--- config.mk ---
export PLATFORM = sky130hd
export DESIGN_NAME = cdr_link_ctrl
export DESIGN_NICKNAME = d
export VERILOG_FILES = /design/src/rtl/cdr_link_ctrl.sv
export SDC_FILE = /design/constraint.sdc
export NUM_CORES = 1
export LEC_CHECK = 0
export ABC_AREA = 1
export ABC_CLOCK_PERIOD_IN_PS = 4470
export BUFFER_PORTS_ARGS = -buffer_cell sky130_fd_sc_hd__buf_4
export CAP_MARGIN = 15
export CORE_MARGIN = 3
export CORE_UTILIZATION = 64
export CTS_CLUSTER_DIAMETER = 120
export DETAILED_ROUTE_END_ITERATION = 10
export GPL_TIMING_DRIVEN = 0
export PLACE_DENSITY = 0.9
export SYNTH_ARGS = -nofsm -noshare
export SYNTH_HDL_FRONTEND = slang
export SYNTH_SLANG_ARGS = --single-unit
--- constraint.sdc ---
create_clock -name clk_link -period 4.47 [get_ports clk_link]
set_input_delay 0.6705 -clock clk_link [delete_from_list [all_inputs] [get_ports clk_link]]
set_output_delay 0.6705 -clock clk_link [all_outputs]
set_load 0.02 [all_outputs]
--- src/rtl/cdr_link_ctrl.sv ---
// Link bring-up and supervision controller for the 4x-oversampling CDR.
// Sequences CDR reset/lock, hunts the sync word, gates payload, retrains on loss.
module cdr_link_ctrl #(
    parameter int              RESET_CYC       = 8,
    parameter int              LOCK_TIMEOUT    = 2048,
    parameter int              LOCK_STABLE_CYC = 64,
    parameter int              SYNC_W          = 16,
    parameter logic [SYNC_W-1:0] SYNC_WORD     = 16'hA5C3,
    parameter int              SYNC_TIMEOUT    = 4096,
    parameter int              VALID_TIMEOUT   = 16,
    parameter int              MAX_RETRY       = 3
) (
    input  logic                             clk_link,
    input  logic                             rst,
    input  logic                             enable,
    input  logic                             cdr_locked,
    input  logic                             cdr_bit,
    input  logic                             cdr_bit_valid,
    output logic                             cdr_rst_n,
    output logic                             train_req,
    output logic                             data_bit,
    output logic                             data_valid,
    output logic                             link_up,
    output logic                             link_fail,
    output logic [$clog2(MAX_RETRY+1)-1:0]   retry_cnt,
    output logic [2:0]                       state
);

    localparam int RW    = $clog2(MAX_RETRY + 1);
    localparam int M1    = (LOCK_TIMEOUT > SYNC_TIMEOUT) ? LOCK_TIMEOUT : SYNC_TIMEOUT;
    localparam int M2    = (RESET_CYC > LOCK_STABLE_CYC) ? RESET_CYC : LOCK_STABLE_CYC;
    localparam int M3    = (M2 > VALID_TIMEOUT) ? M2 : VALID_TIMEOUT;
    localparam int CMAX  = (M1 > M3) ? M1 : M3;
    localparam int CW    = $clog2(CMAX + 1);

    localparam logic [CW-1:0] RST_LAST  = CW'(RESET_CYC - 1);
    localparam logic [CW-1:0] LOCK_LAST = CW'(LOCK_TIMEOUT - 1);
    localparam logic [CW-1:0] STB_LAST  = CW'(LOCK_STABLE_CYC - 1);
    localparam logic [CW-1:0] SYNC_LAST = CW'(SYNC_TIMEOUT - 1);
    localparam logic [CW-1:0] VAL_LAST  = CW'(VALID_TIMEOUT - 1);
    localparam logic [RW-1:0] RETRY_MAX = RW'(MAX_RETRY);

    typedef enum logic [2:0] {
        IDLE        = 3'd0,
        RESET_CDR   = 3'd1,
        WAIT_LOCK   = 3'd2,
        LOCK_STABLE = 3'd3,
        HUNT_SYNC   = 3'd4,
        LINK_UP     = 3'd5,
        FAIL        = 3'd6
    } state_t;

    state_t            cur;
    state_t            nxt;
    logic [CW-1:0]     cnt;
    logic [SYNC_W-1:0] sr;
    logic [SYNC_W-1:0] sr_shift;
    logic              match;
    logic              fail_ev;
    logic              retry_inc;
    logic              cdr_rst_n_d;
    logic              train_req_d;
    logic              pass_d;

    assign state    = cur;
    assign sr_shift = {sr[SYNC_W-2:0], cdr_bit};
    assign match    = cdr_bit_valid && (sr_shift == SYNC_WORD);

    always_comb begin
        nxt       = cur;
        fail_ev   = 1'b0;
        retry_inc = 1'b0;
        unique case (cur)
            IDLE:        if (enable) nxt = RESET_CDR;
            RESET_CDR:   if (cnt == RST_LAST) nxt = WAIT_LOCK;
            WAIT_LOCK: begin
                if (cdr_locked)             nxt     = LOCK_STABLE;
                else if (cnt == LOCK_LAST)  fail_ev = 1'b1;
            end
            LOCK_STABLE: begin
                if (!cdr_locked)            nxt = WAIT_LOCK;
                else if (cnt == STB_LAST)   nxt = HUNT_SYNC;
            end
            HUNT_SYNC: begin
                if (!cdr_locked)            fail_ev = 1'b1;
                else if (match)             nxt     = LINK_UP;
                else if (cnt == SYNC_LAST)  fail_ev = 1'b1;
            end
            LINK_UP: begin
                if (!cdr_locked)            fail_ev = 1'b1;
                else if (!cdr_bit_valid && cnt == VAL_LAST) fail_ev = 1'b1;
            end
            FAIL:        nxt = FAIL;
            default:     nxt = IDLE;
        endcase
        if (fail_ev) begin
            if (retry_cnt == RETRY_MAX) begin
                nxt = FAIL;
            end else begin
                nxt       = RESET_CDR;
                retry_inc = 1'b1;
            end
        end
        // Disable beats every other transition, including a failure event.
        if (!enable) begin
            nxt       = IDLE;
            retry_inc = 1'b0;
        end
    end

    always_comb begin
        cdr_rst_n_d = 1'b0;
        train_req_d = 1'b0;
        unique case (nxt)
            RESET_CDR:   train_req_d = 1'b1;
            WAIT_LOCK,
            LOCK_STABLE,
            HUNT_SYNC: begin
                cdr_rst_n_d = 1'b1;
                train_req_d = 1'b1;
            end
            LINK_UP:     cdr_rst_n_d = 1'b1;
            default: begin
                cdr_rst_n_d = 1'b0;
                train_req_d = 1'b0;
            end
        endcase
        pass_d = (cur == LINK_UP) && (nxt == LINK_UP) && cdr_bit_valid;
    end

    always_ff @(posedge clk_link or posedge rst) begin
        if (rst) begin
            cur <= IDLE;
        end else begin
            cur <= nxt;
        end
    end

    // Cycle counter: restarts on every state entry; in LINK_UP also on each strobe.
    always_ff @(posedge clk_link or posedge rst) begin
        if (rst) begin
            cnt <= '0;
        end else if (nxt != cur) begin
            cnt <= '0;
        end else if (cur == IDLE || cur == FAIL) begin
            cnt <= '0;
        end else if (cur == LINK_UP && cdr_bit_valid) begin
            cnt <= '0;
        end else begin
            cnt <= cnt + 1'b1;
        end
    end

    always_ff @(posedge clk_link or posedge rst) begin
        if (rst) begin
            sr <= '0;
        end else if (nxt == HUNT_SYNC && cur != HUNT_SYNC) begin
            sr <= '0;
        end else if (cur == HUNT_SYNC && cdr_bit_valid) begin
            sr <= sr_shift;
        end
    end

    always_ff @(posedge clk_link or posedge rst) begin
        if (rst) begin
            retry_cnt <= '0;
        end else if (!enable) begin
            retry_cnt <= '0;
        end else if (nxt == LINK_UP && cur != LINK_UP) begin
            retry_cnt <= '0;
        end else if (retry_inc && retry_cnt != RETRY_MAX) begin
            retry_cnt <= retry_cnt + 1'b1;
        end
    end

    always_ff @(posedge clk_link or posedge rst) begin
        if (rst) begin
            cdr_rst_n  <= 1'b0;
            train_req  <= 1'b0;
            link_up    <= 1'b0;
            link_fail  <= 1'b0;
            data_valid <= 1'b0;
            data_bit   <= 1'b0;
        end else begin
            cdr_rst_n  <= cdr_rst_n_d;
            train_req  <= train_req_d;
            link_up    <= (nxt == LINK_UP);
            link_fail  <= (nxt == FAIL);
            data_valid <= pass_d;
            if (pass_d) begin
                data_bit <= cdr_bit;
            end
        end
    end

endmodule

# Yosys cells after proc, flatten, opt, wreduce, memory -nomap -nowiden
# Index checks and enable logic that the tools add are counted.
[classes] n_div=0 reduce_logical=15 shift=0 eq_ne=24 bitwise_logic=0 n_lt_le_gt_ge=0 mul=0 muxes=31 addsub=2
[ops] op="$mux 13" count=3
[ops] op="$mux 15" count=2
[ops] op="$mux 3" count=9
[ops] op="$pmux 3 s7" count=1
[ops] op="$eq 3x3->1 const B" count=6
[ops] op="$eq 16x16->1 const B" count=1
[ops] op="$add 13x1->13 const B" count=1
[ops] op="$eq 13x11->1 const B" count=1
[ops] op="$eq 13x12->1 const B" count=1
[ops] op="$eq 13x3->1 const B" count=1
[ops] op="$eq 13x4->1 const B" count=1
[ops] op="$eq 13x6->1 const B" count=1
[ops] op="$eq 3x2->1 const B" count=4
[ops] op="$mux 1" count=12
[ops] op="$logic_and 1x1->1" count=9
[ops] op="$reduce_or 4->1" count=2
[ops] op="$eq 3x1->1 const B" count=2
[ops] op="$mux 2" count=3
[ops] op="$ne 3x3->1 const B" count=2
[ops] op="$logic_not 3->1" count=1
[ops] op="$ne 3x1->1 const B" count=1
[ops] op="$ne 3x3->1" count=1
[ops] op="$pmux 1 s3" count=1
[ops] op="$add 2x1->2 const B" count=1
[ops] op="other kinds (5)" count=5
[totals] latchBits=0 ramBits=0 in_bits=6 out_inout_bits=11 register_bits=39 wordCells=82 memories=0 mem_bits_ro=0

# Depth between registers and ports, before layout
# Gate-level depths: netlist (run 1).
[depth] word_depth=11 mapped_depth=17 mapped_depth_nobuf=16

# Worst setup path before layout (run 1)
# Ideal clock, no wire load.
[synth_timing] kind="register -> register" from="reg cnt[0]" to="reg sr[10]" path_stages_with_launch=16 setup_ns=0.117 synth_period_minus_slack_ns=1.957 setup_slack_ns=2.513 arrival_ns=1.840 path_buffers=1 required_ns=4.353 path_cell_list="dfrtp_1 > ha_1 > nand2_2 > nor2_4 > nand3_1 > nor2_2 > nand3_2 > nand2_4 > nand2_4 > nand2_4 > nand3_4 > nor2_8 > nand3_4 > buf_6 > nand3_2 > nand2_1"
[synth_between] elab_chain_cells=10 elab_cells_between_ends=24 cone_classes="eq/ne: 6; mux: 15; reduce/logical: 3"
[synth_rtl] element="from (decl)" line_no="55" rtl="logic [CW-1:0] cnt;"
[synth_rtl] element="from (signal assigned)" line_no="150" rtl="cnt <= cnt + 1'b1;"
[synth_rtl] element="$eq 13x12->1 / $eq 13x4->1 (equally long branches)" line_no="87, 91"
[synth_rtl] element="$mux 1 / $logic_and 1x1->1 (equally long branches)" line_no="87, 91"
[synth_rtl] element="$mux 1 (on tied branches)" line_no="86, 91"
[synth_rtl] element="$mux 1 (on tied branches)" line_no="85, 90"
[synth_rtl] element="$pmux 1 s3" line_no="73" rtl="unique case (cur)"
[synth_rtl] element="$mux 3 (*)" line_no="96" rtl="if (fail_ev) begin"
[synth_rtl] element="$mux 3 (*)" line_no="105" rtl="if (!enable) begin"
[synth_rtl] element="$eq 3x3->1 (*)" line_no="157" rtl="end else if (nxt == HUNT_SYNC && cur != HUNT_SYNC) begin"
[synth_rtl] element="$logic_and 1x1->1 (*)" line_no="157"
[synth_rtl] element="$mux 15 / $reduce_bool 2->1 (equally long branches)"
[synth_rtl] element="to (signal assigned)" line_no="160" rtl="sr <= sr_shift;"
[synth_rtl] element="to (decl)" line_no="56" rtl="logic [SYNC_W-1:0] sr;"
# Every way passes the cells marked *; elsewhere a longest branch is shown, timed or not.
# A chain may end at the register's enable or synchronous reset.

# Worst setup path in the final report (run 1)
[layout_timing] from="reg cnt[0]" to="reg cnt[10]"
[layout_between] elab_chain_cells=9 elab_cells_between_ends=25 cone_classes="add/sub: 1; eq/ne: 6; mux: 17; reduce/logical: 1"
[layout_rtl] element="$eq 13x12->1 / $eq 13x4->1 (equally long branches)" line_no="87, 91"
[layout_rtl] element="$mux 1 / $logic_and 1x1->1 (equally long branches)" line_no="87, 91"
[layout_rtl] element="$mux 1 (on tied branches)" line_no="86, 91"
[layout_rtl] element="$mux 1 (on tied branches)" line_no="85, 90"
[layout_rtl] element="$pmux 1 s3" line_no="73"
[layout_rtl] element="$mux 3" line_no="96"
[layout_rtl] element="$mux 3" line_no="105"
[layout_rtl] element="$ne 3x3->1" line_no="143" rtl="end else if (nxt != cur) begin"
[layout_rtl] element="$mux 13 (*)" line_no="143"
# Marked as above.

==> flow_metrics.py, run 1 <==
metrics = {
    "job": {
        "max_cap_viol_count": 0,
    },
    "synthesis": {
        "ys_ff_latch": 39,
        "synth_edf_count": 0,
        "seq_area_frac_synth_pct": 41.3,
        "postSynthCellCount": 307,
        "ys_warn_count": 0,
        "syn_area_mm2": 0.00236,
        "syn-num-nets": 315,
        "synthFlopType": "dfrtp_1",
        "synth_top_cell_by_area": "dfrtp_1",
        "syn_avg_cell_area_um2": 7.70,
        "synth_top_area_share_pct": 41.3,
        "yosys-top-cells-area": "dfrtp_1 41%, nand2_1 15%, inv_1 6.5%",
        "async_flop_share_pct": 100,
        "post_synth_num_cell_types": 28,
    },
    "critical_path": {
        "cp_max_fo": 10,
        "startpoint_type": "flip-flop",
        "required_ns": 4.63,
        "crit_path_max_incr_delay_ns": 0.38,
        "crit_type": "reg -> reg",
        "crit_arrival_ns": 2.43,
        "path_cells": "ha_1 -> nand2_2 -> nor2_4 -> nand3_1 -> nor2_2 -> nand3_2 -> nand2_4 -> nand2_4 -> nand2_4 -> nand3_2 -> nand2_1 -> nand2_1 -> nand3_2 -> buf_6 -> nor2_2",
        "crit_path_end_kind": "flip-flop",
        "cp_slowest_cell": "dfrtp_1",
    },
    "routing": {
        "first_pass_iters": 4,
        "post_drt_wl_per_cell_um": 11.9,
        "ant_nets": 0,
        "avgViaCountPerCell": 5.20,
        "drtIter0Drc": 108,
        "drc": 0,
        "vias": 1950,
        "wirelength_um": 4450,
    },
    "clock_network": {
        "insertion_delay_ns": 0.29,
        "cts_setup_buffers": 0,
        "clockRootBuffer": "clkbuf_8",
        "cts_resized": 0,
        "h-tree-depth": 2,
        "cts.sinks": 39,
        "clk_pin_slew_worst_paths_ns": 0.08,
        "clockBufferDepth": 2,
        "cts_buffers": 5,
        "cts_tree": "built",
        "hold_buffers": 0,
    },
    "timing": {
        "timing.fmax_ghz": 0.442,
        "maxSlewViolCount": 0,
        "timing.slew.headroom_pct": 46.5,
        "skew_ns": 0.0124,
        "worst_slew_pin_slew_ns": 0.802,
        "fin_tns_setup_ns": 0,
        "min_period_over_period_pct": 50.6,
        "finalSetupViolations": 0,
        "hold_viol_final": 0,
        "fin_crit_ns": 2.26,
        "rsz0062_at_grt": "no",
    },
    "grt": {
        "busiest_layer": "met2",
        "use_met3_pct": 4.22,
        "antenna_found_initial": 0,
        "overflow": 0,
        "use_met1_pct": 28.7,
        "grt_usage_pct": 23.3,
        "grtUsageMet2_pct": 38.5,
        "grt_first_pass_wirelength_um": 7820,
        "grt_max_degree": 40,
        "grt_pass1_vias": 1840,
    },
    "finish": {
        "antennaDiodeCount": 0,
        "layout_common_cells": "93 x nand2_1, 40 x inv_1, 39 x dfrtp_1, 28 x nand3_1, 27 x nor2_1",
        "layout-drive-gt1-share_pct": 23.4,
        "fin_util_pct": 76.2,
        "final_common_cell": "nand2_1",
        "area_growth_pct": 10.9,
        "final_nets": 337,
    },
    "worst_hold_path": {
        "hold_path_class": "reg -> reg",
    },
    "floorplanning": {
        "io_pins": 17,
        "die_h_um": 66.8,
        "die_area_mm2": 0.00446,
        "coreArea_mm2": 0.00344,
        "fp.dieW_um": 66.8,
        "row_count": 21,
        "start_util_pct": 68.7,
    },
    "power_and_ir_drop": {
        "ir_worst_vdd_uv": 173,
        "p_leak_nw": 1.40,
        "power_density_mw_per_mm2": 244,
    },
    "placed_design": {
        "port_buffers": 15,
        "hpwl_um": 3350,
        "place_congestion": 0.871,
    },
    "run_status": {
        "outcome": "finished clean",
    },
}
## power breakdown
group,switching (mW),internal [mW],total [mW]
Clock,0.114,0.121,0.235
Combinational,0.0335,0.0141,0.0477
Sequential,0.00268,0.356,0.358
## path summary, 6_finish.rpt
path	from	slack [ns]	to	cells after the start
max in group asynchronous	rst	3.41	sr[13]	2
hold / removal	sr[14]	0.51	sr[14]	2
setup reg to reg	cnt[0]	2.21	cnt[10]	15
hold reg to reg	sr[14]	0.51	sr[14]	2
min in group asynchronous	rst	0.54	cnt[7]	2
setup / recovery	cnt[0]	2.21	cnt[10]	15
## area by class of cell
class                      count  area, um^2
buffer                         6        40.0
multi-input combinational    218        1180
inverter                      44         165
clock inverter                 1        5.00
timing repair buffer          15         113
sequential                    39         976
clock buffer                   6        82.6
tap                           46        57.6
fill                         245         821
## state kept, by name, indices dropped and copies added (netlist names), 2 cells and up
| name | count |
|---|---|
| sr | 15 |
| cnt | 13 |
| state | 3 |
| retry_cnt | 2 |
## cells by family after synthesis
group	synth area share, %
flops	41.3
compound gates	3.71
simple gates	44.5
buf+inv	8.68
fa+ha+maj	1.06
xor+xnor	0.741
## critical path, delay by kind of cell, from the launching register on
family / cells / cell delay [ns]
buf+inv: 1 / 0.19
fa+ha+maj: 1 / 0.21
flops: 1 / 0.38
simple gates: 13 / 1.34
## Yosys cell counts, types with 2 or more instances
cell type	n
dfrtp_1	39
clkbuf_1	2
nor3_1	4
nand2_4	5
a21oi_2	2
buf_2	2
nand3_1	28
nand3_2	14
ha_1	2
nand2_2	5
nand2_1	93
o211ai_1	3
nor2_2	14
nor2_1	27
xor2_1	2
inv_1	41
buf_6	2
inv_2	3
o21ai_0	5
nand3_4	3
nand4_1	2
o21bai_1	3
## stage by stage
step | setup WS, ns | std cells | cell area (um^2) | hold slack (ns) | power, mW
finish | 2.21 | 375 | 2620 | 0.511 | 0.641
global route | 2.05 | 375 | 2620 | 0.534 | 0.665
CTS | 2.20 | 375 | 2620 | 0.507 | 0.649
detailed placement | 2.22 | 368 | 2530 | 0.490 | 0.413
global placement | 2.28 | 368 | 2530 | 0.474 | 0.413
floorplan | 2.51 | 307 | 2360 | 0.471 | 0.399
## layer usage
metal	routed length, um	vias to the layer above
li1	-	1000
met1	1960	891
met2	2170	45
met3	187	14
met4	136	0
met5	0	-
Note: power is estimated with default switching activity, not from simulation.
==> run 2, diff against run 1 <==
--- a/config.mk
+++ b/config.mk
@@ -6,15 +6,15 @@
 export NUM_CORES = 1
 export LEC_CHECK = 0
 export ABC_AREA = 1
-export ABC_CLOCK_PERIOD_IN_PS = 4470
+export ABC_CLOCK_PERIOD_IN_PS = 2300
 export BUFFER_PORTS_ARGS = -buffer_cell sky130_fd_sc_hd__buf_4
 export CAP_MARGIN = 15
 export CORE_MARGIN = 3
-export CORE_UTILIZATION = 64
+export CORE_UTILIZATION = 60
 export CTS_CLUSTER_DIAMETER = 120
 export DETAILED_ROUTE_END_ITERATION = 10
 export GPL_TIMING_DRIVEN = 0
-export PLACE_DENSITY = 0.9
+export PLACE_DENSITY = 0.85
 export SYNTH_ARGS = -nofsm -noshare
 export SYNTH_HDL_FRONTEND = slang
 export SYNTH_SLANG_ARGS = --single-unit
==> constraint.sdc (replaced) <==
create_clock -name clk_link -period 2.3 [get_ports clk_link]
set_input_delay 0.345 -clock clk_link [delete_from_list [all_inputs] [get_ports clk_link]]
set_output_delay 0.345 -clock clk_link [all_outputs]
set_load 0.02 [all_outputs]
==> run 2 against run 1 <==
Total power grew 100%; critical path depth is the same; sequential power grew 95%; die area grew 6.1%; highest routed layer unchanged.
==> flow_metrics.py, run 2 (synthesis results as in run 1) <==
metrics = {
    "critical_path": {
        "crit_path_end_kind": "flip-flop",
        "crit_arrival_ns": 2.47,
        "startpoint_type": "flip-flop",
        "crit_type": "reg -> reg",
        "r2r-end": "sr[13]",
        "reg2reg_slack_ns": 0.03,
        "required_ns": 2.50,
        "reg2reg_from": "cnt[0]",
        "cp_max_fo": 7,
        "rr_worst_depth": 15,
    },
    "finish": {
        "fin_util_pct": 77.2,
        "area.sequential_um2": 976,
        "largest_reg_flops": 15,
        "final_common_cell": "nand2_1",
        "layout_common_cells": "88 x nand2_1, 40 x inv_1, 39 x dfrtp_1, 26 x nor2_1, 26 x buf_4",
        "final_area_mm2": 0.00287,
        "area_growth_pct": 21.4,
        "final_nets": 350,
        "multi_input_area_mm2": 0.00128,
        "antennaDiodeCount": 0,
        "top_register": "sr",
        "layout-drive-gt1-share_pct": 29.4,
        "n_fill_cell": 245,
    },
    "worst_hold_path": {
        "hold_path_class": "in -> async",
    },
    "floorplanning": {
        "row_count": 22,
        "fp.dieW_um": 68.8,
        "die_h_um": 68.8,
        "die_area_mm2": 0.00473,
        "coreArea_mm2": 0.00372,
        "io_pins": 17,
        "start_util_pct": 63.6,
    },
    "timing": {
        "fin_hold_ws_ns": 0.204,
        "finalSetupViolations": 0,
        "maxSlewViolCount": 0,
        "worst_slew_pin_slew_ns": 0.824,
        "min_period_over_period_pct": 98.8,
        "fin_crit_ns": 2.27,
        "timing.fmax_ghz": 0.440,
        "hold_viol_final": 0,
        "fin_tns_setup_ns": 0,
        "rsz0062_at_grt": "yes",
        "timing.slew.headroom_pct": 45.0,
        "skew_ns": 0.0194,
    },
    "power_and_ir_drop": {
        "ir_worst_vdd_uv": 467,
        "p_switching_uw": 354,
        "seqPwrFrac_pct": 53.2,
        "pwr-share-clk_pct": 37.1,
        "power_frac_comb_pct": 9.7,
        "p_int_uw": 956,
        "power_density_mw_per_mm2": 457,
        "p_sw_share_pct": 27.0,
        "p_leak_nw": 1.51,
    },
    "grt": {
        "antenna_found_initial": 0,
        "grt_max_degree": 40,
        "busiest_layer": "met2",
        "grt_usage_pct": 21.9,
        "grt_first_pass_wirelength_um": 7620,
        "overflow": 0,
        "grtUsageMet2_pct": 37.2,
        "use_met1_pct": 27.1,
        "grt_pass1_vias": 1811,
        "use_met3_pct": 5.67,
    },
    "placed_design": {
        "place_congestion": 0.860,
        "port_buffers": 15,
        "dpl_cell_area_mm2": 0.00254,
        "hpwl_um": 3350,
    },
    "clock_network": {
        "cts.sinks": 39,
        "insertion_delay_ns": 0.31,
        "clk_pin_slew_worst_paths_ns": 0.09,
        "hold_buffers": 0,
        "h-tree-depth": 2,
        "cts_tree": "built",
        "clockBufferDepth": 2,
        "cts_buffers": 5,
        "clockRootBuffer": "clkbuf_8",
    },
    "run_status": {
        "outcome": "finished clean",
    },
    "routing": {
        "drc": 0,
        "drtIter0Drc": 222,
        "first_pass_iters": 5,
        "vias": 2073,
        "avgViaCountPerCell": 5.30,
        "post_drt_wl_per_cell_um": 13.6,
        "ant_nets": 0,
        "wirelength_um": 5330,
    },
    "job": {
        "max_cap_viol_count": 0,
    },
}
## run 2: power groups by stage
stage | registers [mW] | logic (mW) | clock network (mW)
after floorplan | 0.712 | 0.0642 | 0
after global placement | 0.709 | 0.0928 | 0
after detailed placement | 0.709 | 0.0938 | 0
after CTS | 0.696 | 0.0942 | 0.487
after global routing | 0.698 | 0.138 | 0.520
final | 0.697 | 0.126 | 0.486
## run 2: routing by layer
metal | up-vias | share of wire (%)
li1 | 1025 | -
met1 | 995 | 42
met2 | 44 | 51
met3 | 9 | 4.5
met4 | 0 | 1.7
met5 | - | 0
## run 2: what timing repair did
item | 4_1_cts | 5_1_grt
setup endpoints to repair | 0 | 22
resized for setup | 0 | 22
buffers inserted | 0 | 11
## run 2: worst max path at each step
stage,slack [ns],from,endpoint
after detailed placement,0.06,cnt[0],sr[12]
final,0.03,cnt[0],sr[13]
after global routing,-0.07,cnt[1],sr[8]
after CTS,0.04,cnt[0],cnt[9]
after floorplan,0.34,cnt[0],sr[10]
after global placement,0.08,cnt[0],cnt[10]
## run 2: per-stage QoR
stage | worst slack, ns | power (mW) | instances
2_1_floorplan | 0.343 | 0.776 | 307
3_3_place_gp | 0.0819 | 0.802 | 370
3_5_place_dp | 0.0634 | 0.803 | 370
4_1_cts | 0.0427 | 1.28 | 378
5_1_grt | -0.0697 | 1.36 | 391
6_report | 0.0274 | 1.31 | 391
## run 2: cell type report
cell class                 count  area share [%]
buffer                         6            1.66
clock buffer                   5            2.40
clock inverter                 3           0.872
inverter                      44            5.76
multi-input combinational    218            44.7
sequential                    39            34.0
tap                           48            2.09
timing repair buffer          28            8.55
## run 2: worst max-delay path, cell delays in order (launching register included)
cell,delay (ns)
dfrtp_1,0.41
ha_4,0.18
nand2_4,0.06
nor2_4,0.17
nand3_2,0.12
nor2_4,0.13
nand2_1,0.08
nand2_2,0.13
nand2_4,0.10
nand2_4,0.08
nand3_4,0.11
nor2_8,0.15
nand3_4,0.14
clkbuf_16,0.19
nand3_2,0.06
nand2_1,0.05
